<file path="config.mk">
export PLATFORM = sky130hd
export DESIGN_NAME = lsb_param
export DESIGN_NICKNAME = d
export VERILOG_FILES = /design/src/rtl/lsb_param.sv
export SDC_FILE = /design/constraint.sdc
export NUM_CORES = 2
export LEC_CHECK = 0
export ABC_AREA = 1
export BUFFER_PORTS_ARGS = -buffer_cell sky130_fd_sc_hd__buf_4
export CAP_MARGIN = 20
export CORE_ASPECT_RATIO = 0.7
export CORE_UTILIZATION = 48
export DETAILED_ROUTE_END_ITERATION = 10
export GPL_ROUTABILITY_DRIVEN = 0
export PLACE_DENSITY_LB_ADDON = 0.08
export SKIP_CTS_REPAIR_TIMING = 1
export SYNTH_ARGS = -nofsm -noshare
export SYNTH_HDL_FRONTEND = slang
export SYNTH_SLANG_ARGS = --single-unit
</file>
<file path="constraint.sdc">
create_clock -name clk -period 4.9 [get_ports clk]
set_clock_uncertainty 0.05 [all_clocks]
set_input_delay 0.98 -clock clk [delete_from_list [all_inputs] [get_ports clk]]
set_output_delay 0.98 -clock clk [all_outputs]
set_load 0.02 [all_outputs]
</file>
<file path="src/rtl/lsb_param.sv">
// In-order load/store buffer: circular queue of memory ops that snoop the CDB for
// pending operands and issue one memory transaction at a time to a req/gnt/done port.
module lsb_param #(
  parameter int DEPTH   = 8,
  parameter int ROB_W   = 4,
  parameter int NUM_CDB = 2
) (
  input  logic                       clk,
  input  logic                       rst_n,
  input  logic                       rdy,
  input  logic                       flush,
  input  logic [ROB_W-1:0]           head_rob_id,
  input  logic                       enq_valid,
  output logic                       enq_ready,
  input  logic                       enq_is_store,
  input  logic [2:0]                 enq_op,
  input  logic [31:0]                enq_imm,
  input  logic [31:0]                enq_v1,
  input  logic [31:0]                enq_v2,
  input  logic                       enq_dep1,
  input  logic                       enq_dep2,
  input  logic [ROB_W-1:0]           enq_q1,
  input  logic [ROB_W-1:0]           enq_q2,
  input  logic [ROB_W-1:0]           enq_rob_id,
  input  logic [NUM_CDB-1:0]         cdb_valid,
  input  logic [NUM_CDB*ROB_W-1:0]   cdb_rob_id,
  input  logic [NUM_CDB*32-1:0]      cdb_value,
  output logic                       mem_req,
  output logic                       mem_we,
  output logic [2:0]                 mem_op,
  output logic [31:0]                mem_addr,
  output logic [31:0]                mem_wdata,
  input  logic                       mem_gnt,
  input  logic                       mem_done,
  input  logic [31:0]                mem_rdata,
  output logic                       out_valid,
  output logic [ROB_W-1:0]           out_rob_id,
  output logic [31:0]                out_value,
  output logic [$clog2(DEPTH):0]     count,
  output logic                       full,
  output logic                       empty
);
  localparam int PW = $clog2(DEPTH);

  typedef struct packed {
    logic             is_store;
    logic [2:0]       op;
    logic [31:0]      imm;
    logic [31:0]      v1;
    logic [31:0]      v2;
    logic             dep1;
    logic             dep2;
    logic [ROB_W-1:0] q1;
    logic [ROB_W-1:0] q2;
    logic [ROB_W-1:0] rob;
  } ent_t;

  typedef enum logic [1:0] {S_IDLE, S_REQ, S_WAIT, S_DRAIN} state_t;

  state_t         state_q, state_d;
  ent_t           ent_q [DEPTH];
  ent_t           ent_d [DEPTH];
  logic [DEPTH-1:0] vld_q, vld_d;
  logic [PW-1:0]  head_q, head_d, tail_q, tail_d;
  logic [PW:0]    cnt_q, cnt_d;
  ent_t           enq_res, cand;
  logic           enq_fire, deq, issue, cand_ok, done_out, out_vld_q;
  logic [ROB_W-1:0] cur_rob;

  // Descending scan so the lowest-numbered matching channel is the one that sticks.
  function automatic ent_t resolve(input ent_t e);
    ent_t r;
    r = e;
    for (int k = NUM_CDB-1; k >= 0; k--) begin
      if (cdb_valid[k] && e.dep1 && cdb_rob_id[k*ROB_W +: ROB_W] == e.q1) begin
        r.dep1 = 1'b0;
        r.v1   = cdb_value[k*32 +: 32];
      end
      if (cdb_valid[k] && e.dep2 && cdb_rob_id[k*ROB_W +: ROB_W] == e.q2) begin
        r.dep2 = 1'b0;
        r.v2   = cdb_value[k*32 +: 32];
      end
    end
    return r;
  endfunction

  function automatic logic [31:0] ext(input logic [2:0] op, input logic [31:0] d);
    case (op[1:0])
      2'd0:    return op[2] ? {24'd0, d[7:0]}  : {{24{d[7]}}, d[7:0]};
      2'd1:    return op[2] ? {16'd0, d[15:0]} : {{16{d[15]}}, d[15:0]};
      default: return d;
    endcase
  endfunction

  assign count     = cnt_q;
  assign full      = (cnt_q == (PW+1)'(DEPTH));
  assign empty     = (cnt_q == '0);
  assign enq_ready = !full;
  assign out_valid = out_vld_q && rdy;

  assign enq_fire = enq_valid && !full && rdy && !flush;
  assign deq      = rdy && !flush && (state_q == S_REQ) && mem_gnt;
  assign done_out = rdy && !flush && (state_q == S_WAIT) && mem_done;

  // An empty queue lets the incoming op issue straight away, giving next-cycle mem_req.
  always_comb begin
    enq_res = resolve('{is_store: enq_is_store, op: enq_op, imm: enq_imm, v1: enq_v1,
                        v2: enq_v2, dep1: enq_dep1, dep2: enq_dep2, q1: enq_q1,
                        q2: enq_q2, rob: enq_rob_id});
    cand    = (cnt_q == '0) ? enq_res : ent_q[head_q];
    cand_ok = ((cnt_q == '0) ? enq_fire : vld_q[head_q]) && !cand.dep1 && !cand.dep2 &&
              (!cand.is_store || cand.rob == head_rob_id);
  end

  always_comb begin
    vld_d  = vld_q;
    head_d = head_q;
    tail_d = tail_q;
    cnt_d  = cnt_q;
    for (int i = 0; i < DEPTH; i++) begin
      ent_d[i] = vld_q[i] ? resolve(ent_q[i]) : ent_q[i];
      if (enq_fire && tail_q == PW'(i)) ent_d[i] = enq_res;
    end
    if (enq_fire) begin
      vld_d[tail_q] = 1'b1;
      tail_d        = tail_q + 1'b1;
    end
    if (deq) begin
      vld_d[head_q] = 1'b0;
      head_d        = head_q + 1'b1;
    end
    case ({enq_fire, deq})
      2'b10:   cnt_d = cnt_q + 1'b1;
      2'b01:   cnt_d = cnt_q - 1'b1;
      default: cnt_d = cnt_q;
    endcase
    if (flush) begin
      vld_d  = '0;
      head_d = '0;
      tail_d = '0;
      cnt_d  = '0;
    end
  end

  always_ff @(posedge clk or negedge rst_n) begin
    if (!rst_n) begin
      vld_q  <= '0;
      head_q <= '0;
      tail_q <= '0;
      cnt_q  <= '0;
      for (int i = 0; i < DEPTH; i++) ent_q[i] <= '0;
    end else if (rdy) begin
      vld_q  <= vld_d;
      head_q <= head_d;
      tail_q <= tail_d;
      cnt_q  <= cnt_d;
      for (int i = 0; i < DEPTH; i++) ent_q[i] <= ent_d[i];
    end
  end

  always_ff @(posedge clk or negedge rst_n) begin
    if (!rst_n) state_q <= S_IDLE;
    else        state_q <= state_d;
  end

  // A done coinciding with flush in WAIT closes the transaction; nothing left to drain.
  always_comb begin
    state_d = state_q;
    issue   = 1'b0;
    if (rdy) begin
      case (state_q)
        S_IDLE:  if (!flush && cand_ok) begin
                   state_d = S_REQ;
                   issue   = 1'b1;
                 end
        S_REQ:   if (flush)        state_d = mem_gnt ? S_DRAIN : S_IDLE;
                 else if (mem_gnt) state_d = S_WAIT;
        S_WAIT:  if (mem_done)     state_d = S_IDLE;
                 else if (flush)   state_d = S_DRAIN;
        S_DRAIN: if (mem_done)     state_d = S_IDLE;
        default: state_d = S_IDLE;
      endcase
    end
  end

  always_ff @(posedge clk or negedge rst_n) begin
    if (!rst_n) begin
      mem_req    <= 1'b0;
      mem_we     <= 1'b0;
      mem_op     <= '0;
      mem_addr   <= '0;
      mem_wdata  <= '0;
      cur_rob    <= '0;
      out_vld_q  <= 1'b0;
      out_rob_id <= '0;
      out_value  <= '0;
    end else if (rdy) begin
      if (issue) begin
        mem_req   <= 1'b1;
        mem_we    <= cand.is_store;
        mem_op    <= cand.op;
        mem_addr  <= cand.v1 + cand.imm;
        mem_wdata <= cand.v2;
        cur_rob   <= cand.rob;
      end else if (state_q == S_REQ && (mem_gnt || flush)) begin
        mem_req <= 1'b0;
      end
      out_vld_q <= done_out;
      if (done_out) begin
        out_rob_id <= cur_rob;
        out_value  <= mem_we ? 32'd0 : ext(mem_op, mem_rdata);
      end
    end
  end
endmodule

</file>
# Word level (Yosys, flattened, before mapping)
# Cells that the tools add are included.
dict set report word_totals {
  regBits 1042
  inputBits 231
  wordCells 454
}
dict set report op_classes {
  n_addsub 5
  magnitude_cmp 5
  n_eq_ne 55
  muxes 125
  bitwise_logic 4
  reduce_logical 166
}
# cell n
set op_table {}
lappend op_table {{two-way mux 114 bit} 11}
lappend op_table {{two-way mux 32 bit} 39}
lappend op_table {{two-way mux 78 bit} 8}
lappend op_table {{binary-select mux 114 bit (select 3 bit)} 1}
lappend op_table {{equality test 4 bit} 37}
lappend op_table {{logical AND 1 bit} 96}
lappend op_table {{case mux 32 bit (2 select lines)} 1}
lappend op_table {{nonzero test 3 bit} 17}
lappend op_table {{AND reduction 3 bit} 16}
lappend op_table {{two-way mux 1 bit} 45}
lappend op_table {{adder 32 bit} 1}
lappend op_table {{AND reduction 2 bit} 14}
lappend op_table {{two-way mux 8 bit} 3}
lappend op_table {{nonzero test 2 bit} 11}
lappend op_table {{two-way mux 2 bit} 7}
lappend op_table {{equality test 3 bit, second input constant} 4}
lappend op_table {{two-way mux 3 bit} 4}
lappend op_table {{AND 8 bit} 1}
lappend op_table {{less-than comparator 3 x 4 -> 1 bit, second input constant} 2}
lappend op_table {{NOT 8 bit} 1}
lappend op_table {{OR 8 bit} 1}
lappend op_table {{case mux 2 bit (4 select lines)} 1}
lappend op_table {{case mux 4 bit (2 select lines)} 1}
lappend op_table {{adder 3 x 1 -> 3 bit, second input constant} 2}
lappend op_table {{21 further kinds} 36}

# Longest topological paths before layout
dict set report depth {
  ltp_word 15
  depth_mapped 27
}

# Worst setup path after synthesis
# Ideal clock, no wire load.
dict set report synth_path {
  path_type {in2reg}
  from {input cdb_rob_id[7]}
  to {register mem_addr[16]}
  setup_ps 120
  t_arrival_ps 3999
  required_time_ps 4730
  setup_slack_ps 731
  cell_stages 21
  path_cell_list {clkbuf_1 > inv_1 > o21ai_0 > nor2_1 > nand2_2 > inv_1 > buf_2 > buf_2 > o211ai_1 > a31oi_1 > ha_1 > fa_1 > nand3_1 > nand2_1 > nand3_1 > nand2_1 > a21boi_0 > o21ai_0 > xor2_1 > o21ai_0 > inv_1}
}
dict set report synth_via {
  elab_chain_cells 14
  word_cells_on_any_way 22
}
# item line_no
set synth_lines {}
lappend synth_lines {{start, declared} 26} ;# input logic [NUM_CDB*ROB_W-1:0] cdb_rob_id,
lappend synth_lines {{equality test 4 bit} 75} ;# if (cdb_valid[k] && e.dep1 && cdb_rob_id[k*ROB_W +: ROB_W] == e.q1) begin
lappend synth_lines {{logical AND 1 bit} 75}
lappend synth_lines {{two-way mux 1 bit (2 in series)} 75}
lappend synth_lines {{two-way mux 114 bit *} 110} ;# cand = (cnt_q == '0) ? enq_res : ent_q[head_q];
lappend synth_lines {{parallel branches: the longest is 9 deep, another holds adder 32 bit} -}
lappend synth_lines {{end signal, assigned} 202} ;# mem_addr <= cand.v1 + cand.imm;
lappend synth_lines {{end, declared} 31} ;# output logic [31:0] mem_addr,
# Mark *: on every way between the ends.
# A chain may end at the register's enable or synchronous reset.

# Final worst setup path
dict set report layout_path {
  from {register head_q[2]}
  to {register mem_addr[25]}
}
dict set report layout_via {
  elab_chain_cells 14
  word_cells_on_any_way 22
}
# item line_no
set layout_lines {}
lappend layout_lines {{start, declared} 64} ;# logic [PW-1:0] head_q, head_d, tail_q, tail_d;
lappend layout_lines {{start signal, assigned} 148} ;# head_q <= '0;
lappend layout_lines {{start signal, assigned} 154} ;# head_q <= head_d;
lappend layout_lines {{parallel branches: the longest is 14 deep, another holds adder 32 bit} -}
# Parallel ways; which one is timed is not known. The select of a mux whose other input is x is not followed.

==> results.sh <==
export IMPL_status="finished, final reports clean"
export IMPL_first_pass_iters=7
export IMPL_cts_max_level=3
export IMPL_hold_viol_final=0
export IMPL_internal_power_mw=19.0
export IMPL_dieArea_um2=126000
export IMPL_period_needed_ps=4770
export IMPL_grt_use_total=0.406
export IMPL_dp_hpwl_um=162000
export IMPL_p_comb_frac=0.364
export IMPL_pin_count=344
export IMPL_drive_gt1_frac=0.107
export IMPL_antenna_found_initial=10
export IMPL_finalWirelength_um=261000
export IMPL_power_switching_mw=12.2
export IMPL_r2r_end="mem_addr[25]$_DFFE_PN0P_"
export IMPL_p_per_area_nw_per_um2=458
export IMPL_syn_cell_area_um2=59600
export IMPL_cts_buffers=107
export IMPL_postSynthCellCount=8013
export IMPL_clkPwrFrac=0.273
export IMPL_maxCapViolCount=0
export IMPL_period_share=0.974
export IMPL_r2r_cells=18
export IMPL_ys_async_sr_fraction=1.00
export IMPL_clk_path_buf_depth=3
export IMPL_finalMaxSlewViolations=0
export IMPL_timing_final_ws_setup_ps=130
export IMPL_grt_max_degree=138
export IMPL_regToRegSetupSlack_ps=130
export IMPL_synth_edf_count=0
export IMPL_arrival_ps=5340
export IMPL_sw_frac_of_total=0.392
export IMPL_insertion_delay_ps=740
export IMPL_hold_class="in -> async"
export IMPL_crit_required_ps=5470
export IMPL_setup_viol=0
export IMPL_crit_type="reg -> reg"
export IMPL_wl_per_cell_um=26.8
export IMPL_synth_warnings=0
export IMPL_clockRootBuffer="clkbuf_16"
export IMPL_die_x_um=423
export IMPL_yosysTopAreaCellShare=0.437
export IMPL_grt_pass1_wl_um=385000
export IMPL_fin_util=0.557
export IMPL_clk_pin_slew_ps=70
export IMPL_rr_startpoint="head_q[2]$_DFFE_PN0P_"
export IMPL_dr_first_iter_drc_count=8786
export IMPL_wl_met2_um=106000
export IMPL_cp_end_kind="register"
export IMPL_slew_headroom=0.185
export IMPL_path_max_fanout=36
export IMPL_yosysUniqueCellTypes=47
export IMPL_ys_ff_latch=1042
export IMPL_p_leak_nw=31.5
export IMPL_final_antenna_net_count=0
export IMPL_port_buffers=343
export IMPL_initial_utilization=0.487
export IMPL_vias=62300
export IMPL_wl_met1_um=108000
export IMPL_syn_num_nets=8286
export IMPL_rsz0062_at_grt="false"
export IMPL_wl_met3_um=35700
export IMPL_drc=0
export IMPL_syn_avg_cell_area_um2=7.44
export IMPL_coreArea_um2=122000
export IMPL_crit_path_start_kind="register"
export IMPL_max_freq_mhz=210
export IMPL_drt_vias_per_instance=6.38
export IMPL_place_ws_ps=-295
export IMPL_worstMarginPinSlew_ps=1220
export IMPL_gr_total_overflow=0
export IMPL_area_growth_syn_to_layout_pct=14.3
export IMPL_place_area_um2=64600
export IMPL_yosysTopAreaCell="dfrtp_1"
export IMPL_synth_seq_area_share=0.437
export IMPL_rows=107
export IMPL_dr_max_layer_used="met5"
export IMPL_synth_area_leaders="dfrtp_1, nand2_1, o21ai_0"
export IMPL_postLayoutCellArea_um2=68200
export IMPL_cts_tree="built"
export IMPL_finalPower_mw=31.2
export IMPL_peakVddDrop_v=0.000323
export IMPL_fp_dieH_um=297
export IMPL_grt_pass1_vias=57900
export IMPL_cts_sinks=1042
export IMPL_ys_flop_type="dfrtp_1"
export IMPL_fin_nets=8306
export IMPL_power_frac_seq=0.364
-- power groups by stage --
stage	Combinational, mW	Clock [mW]	Sequential (mW)
after CTS	11.1	8.54	11.3
after global placement	10.9	0	11.4
after floorplan	6.52	0	11.5
after detailed placement	11.1	0	11.4
after global routing	12.3	8.86	11.5
final	11.3	8.51	11.3
-- flip-flops by register name (all words and copies together), names as in the netlist --
register and count:
out_vld_q 1, mem_wdata 32, tail_q 3, state_q 2
mem_addr 32, out_value 32, count 4, mem_req 1
out_rob_id 4, mem_we 1, vld_q 8, ent_q 912
cur_rob 4, mem_op 3, head_q 3
-- critical path, stage by stage (launching register included) --
cell,delay [ps]
dfrtp_1,510
inv_1,200
nand2_4,560
o22ai_1,190
a21oi_1,160
o211ai_1,90
o311ai_0,130
buf_4,180
o21ai_0,420
ha_1,560
nand2_1,100
nor2_1,160
nand4_1,110
o21ai_1,520
a21oi_1,230
o21ai_0,220
nand2_1,80
nand3_1,100
nand2_1,60
-- stage by stage --
stage / TNS, ps / hold WS, ps / std cells
after floorplan: 0 / 392 / 8013
after global placement: -699 / 411 / 9557
after detailed placement: -799 / 416 / 9558
after CTS: 0 / 207 / 9752
after global routing: 0 / 235 / 9759
final: 0 / 210 / 9760
-- synth_stat cells (88+ instances only) --
library cell	instances
a21oi_1	193
nand2_1	1905
buf_2	139
a31oi_1	317
a211oi_1	197
nor3_1	92
o211ai_1	410
inv_1	525
nor2_1	846
dfrtp_1	1042
o22ai_1	279
nand3_1	88
o21ai_0	997
clkbuf_1	484
-- cell families after synthesis --
logic type | after synthesis | share of synthesized area
flip-flops | 1042 | 0.437
XOR/XNOR | 54 | 0.00793
AO/OA/AOI/OAI | 2610 | 0.267
buffers and inverters | 1279 | 0.0839
adder cells (fa/ha/maj) | 42 | 0.00907
AND/OR/NAND/NOR | 2986 | 0.195
-- cell usage in the layout, fill, tap and decap left out, types with 44 or more instances in the layout --
cell type,instances
nor2_1,837
a31oi_1,307
a21oi_1,193
nor3_1,92
nand3_1,81
o21ai_0,996
a211oi_1,197
o211ai_1,410
nand2_1,1888
dfrtp_1,1041
o22ai_1,279
o21ai_1,44
buf_4,554
buf_12,61
clkbuf_16,109
inv_1,520
-- worst max path at each step --
stage | start | end | slack, ps | cells after the start
after detailed placement | cdb_rob_id[5] | mem_addr[25]$_DFFE_PN0P_ | -290 | 21
after global routing | head_q[2]$_DFFE_PN0P_ | mem_addr[25]$_DFFE_PN0P_ | 40 | 18
after floorplan | cdb_rob_id[7] | mem_addr[16]$_DFFE_PN0P_ | 730 | 21
after global placement | cdb_rob_id[5] | mem_addr[25]$_DFFE_PN0P_ | -240 | 21
after CTS | head_q[2]$_DFFE_PN0P_ | mem_addr[25]$_DFFE_PN0P_ | 170 | 18
final | head_q[2]$_DFFE_PN0P_ | mem_addr[25]$_DFFE_PN0P_ | 130 | 18
-- per-layer routing --
layer	GRT usage	up-vias
met4	0.174	10
met5	0	-
met1	0.589	29600
met3	0.115	785
met2	0.560	4352
li1	-	27500
-- layout make-up --
type | instances | area, um2
inverters | 573 | 2190
fillers | 11600 | 54200
clock buffers | 152 | 3060
flip-flops and latches | 1042 | 26100
clock inverters | 42 | 443
diodes | 7 | 17.5
well taps | 1635 | 2050
repair buffers | 617 | 5420
multi-input cells | 5692 | 28900
No activity file was read; power rests on OpenSTA's default activity.
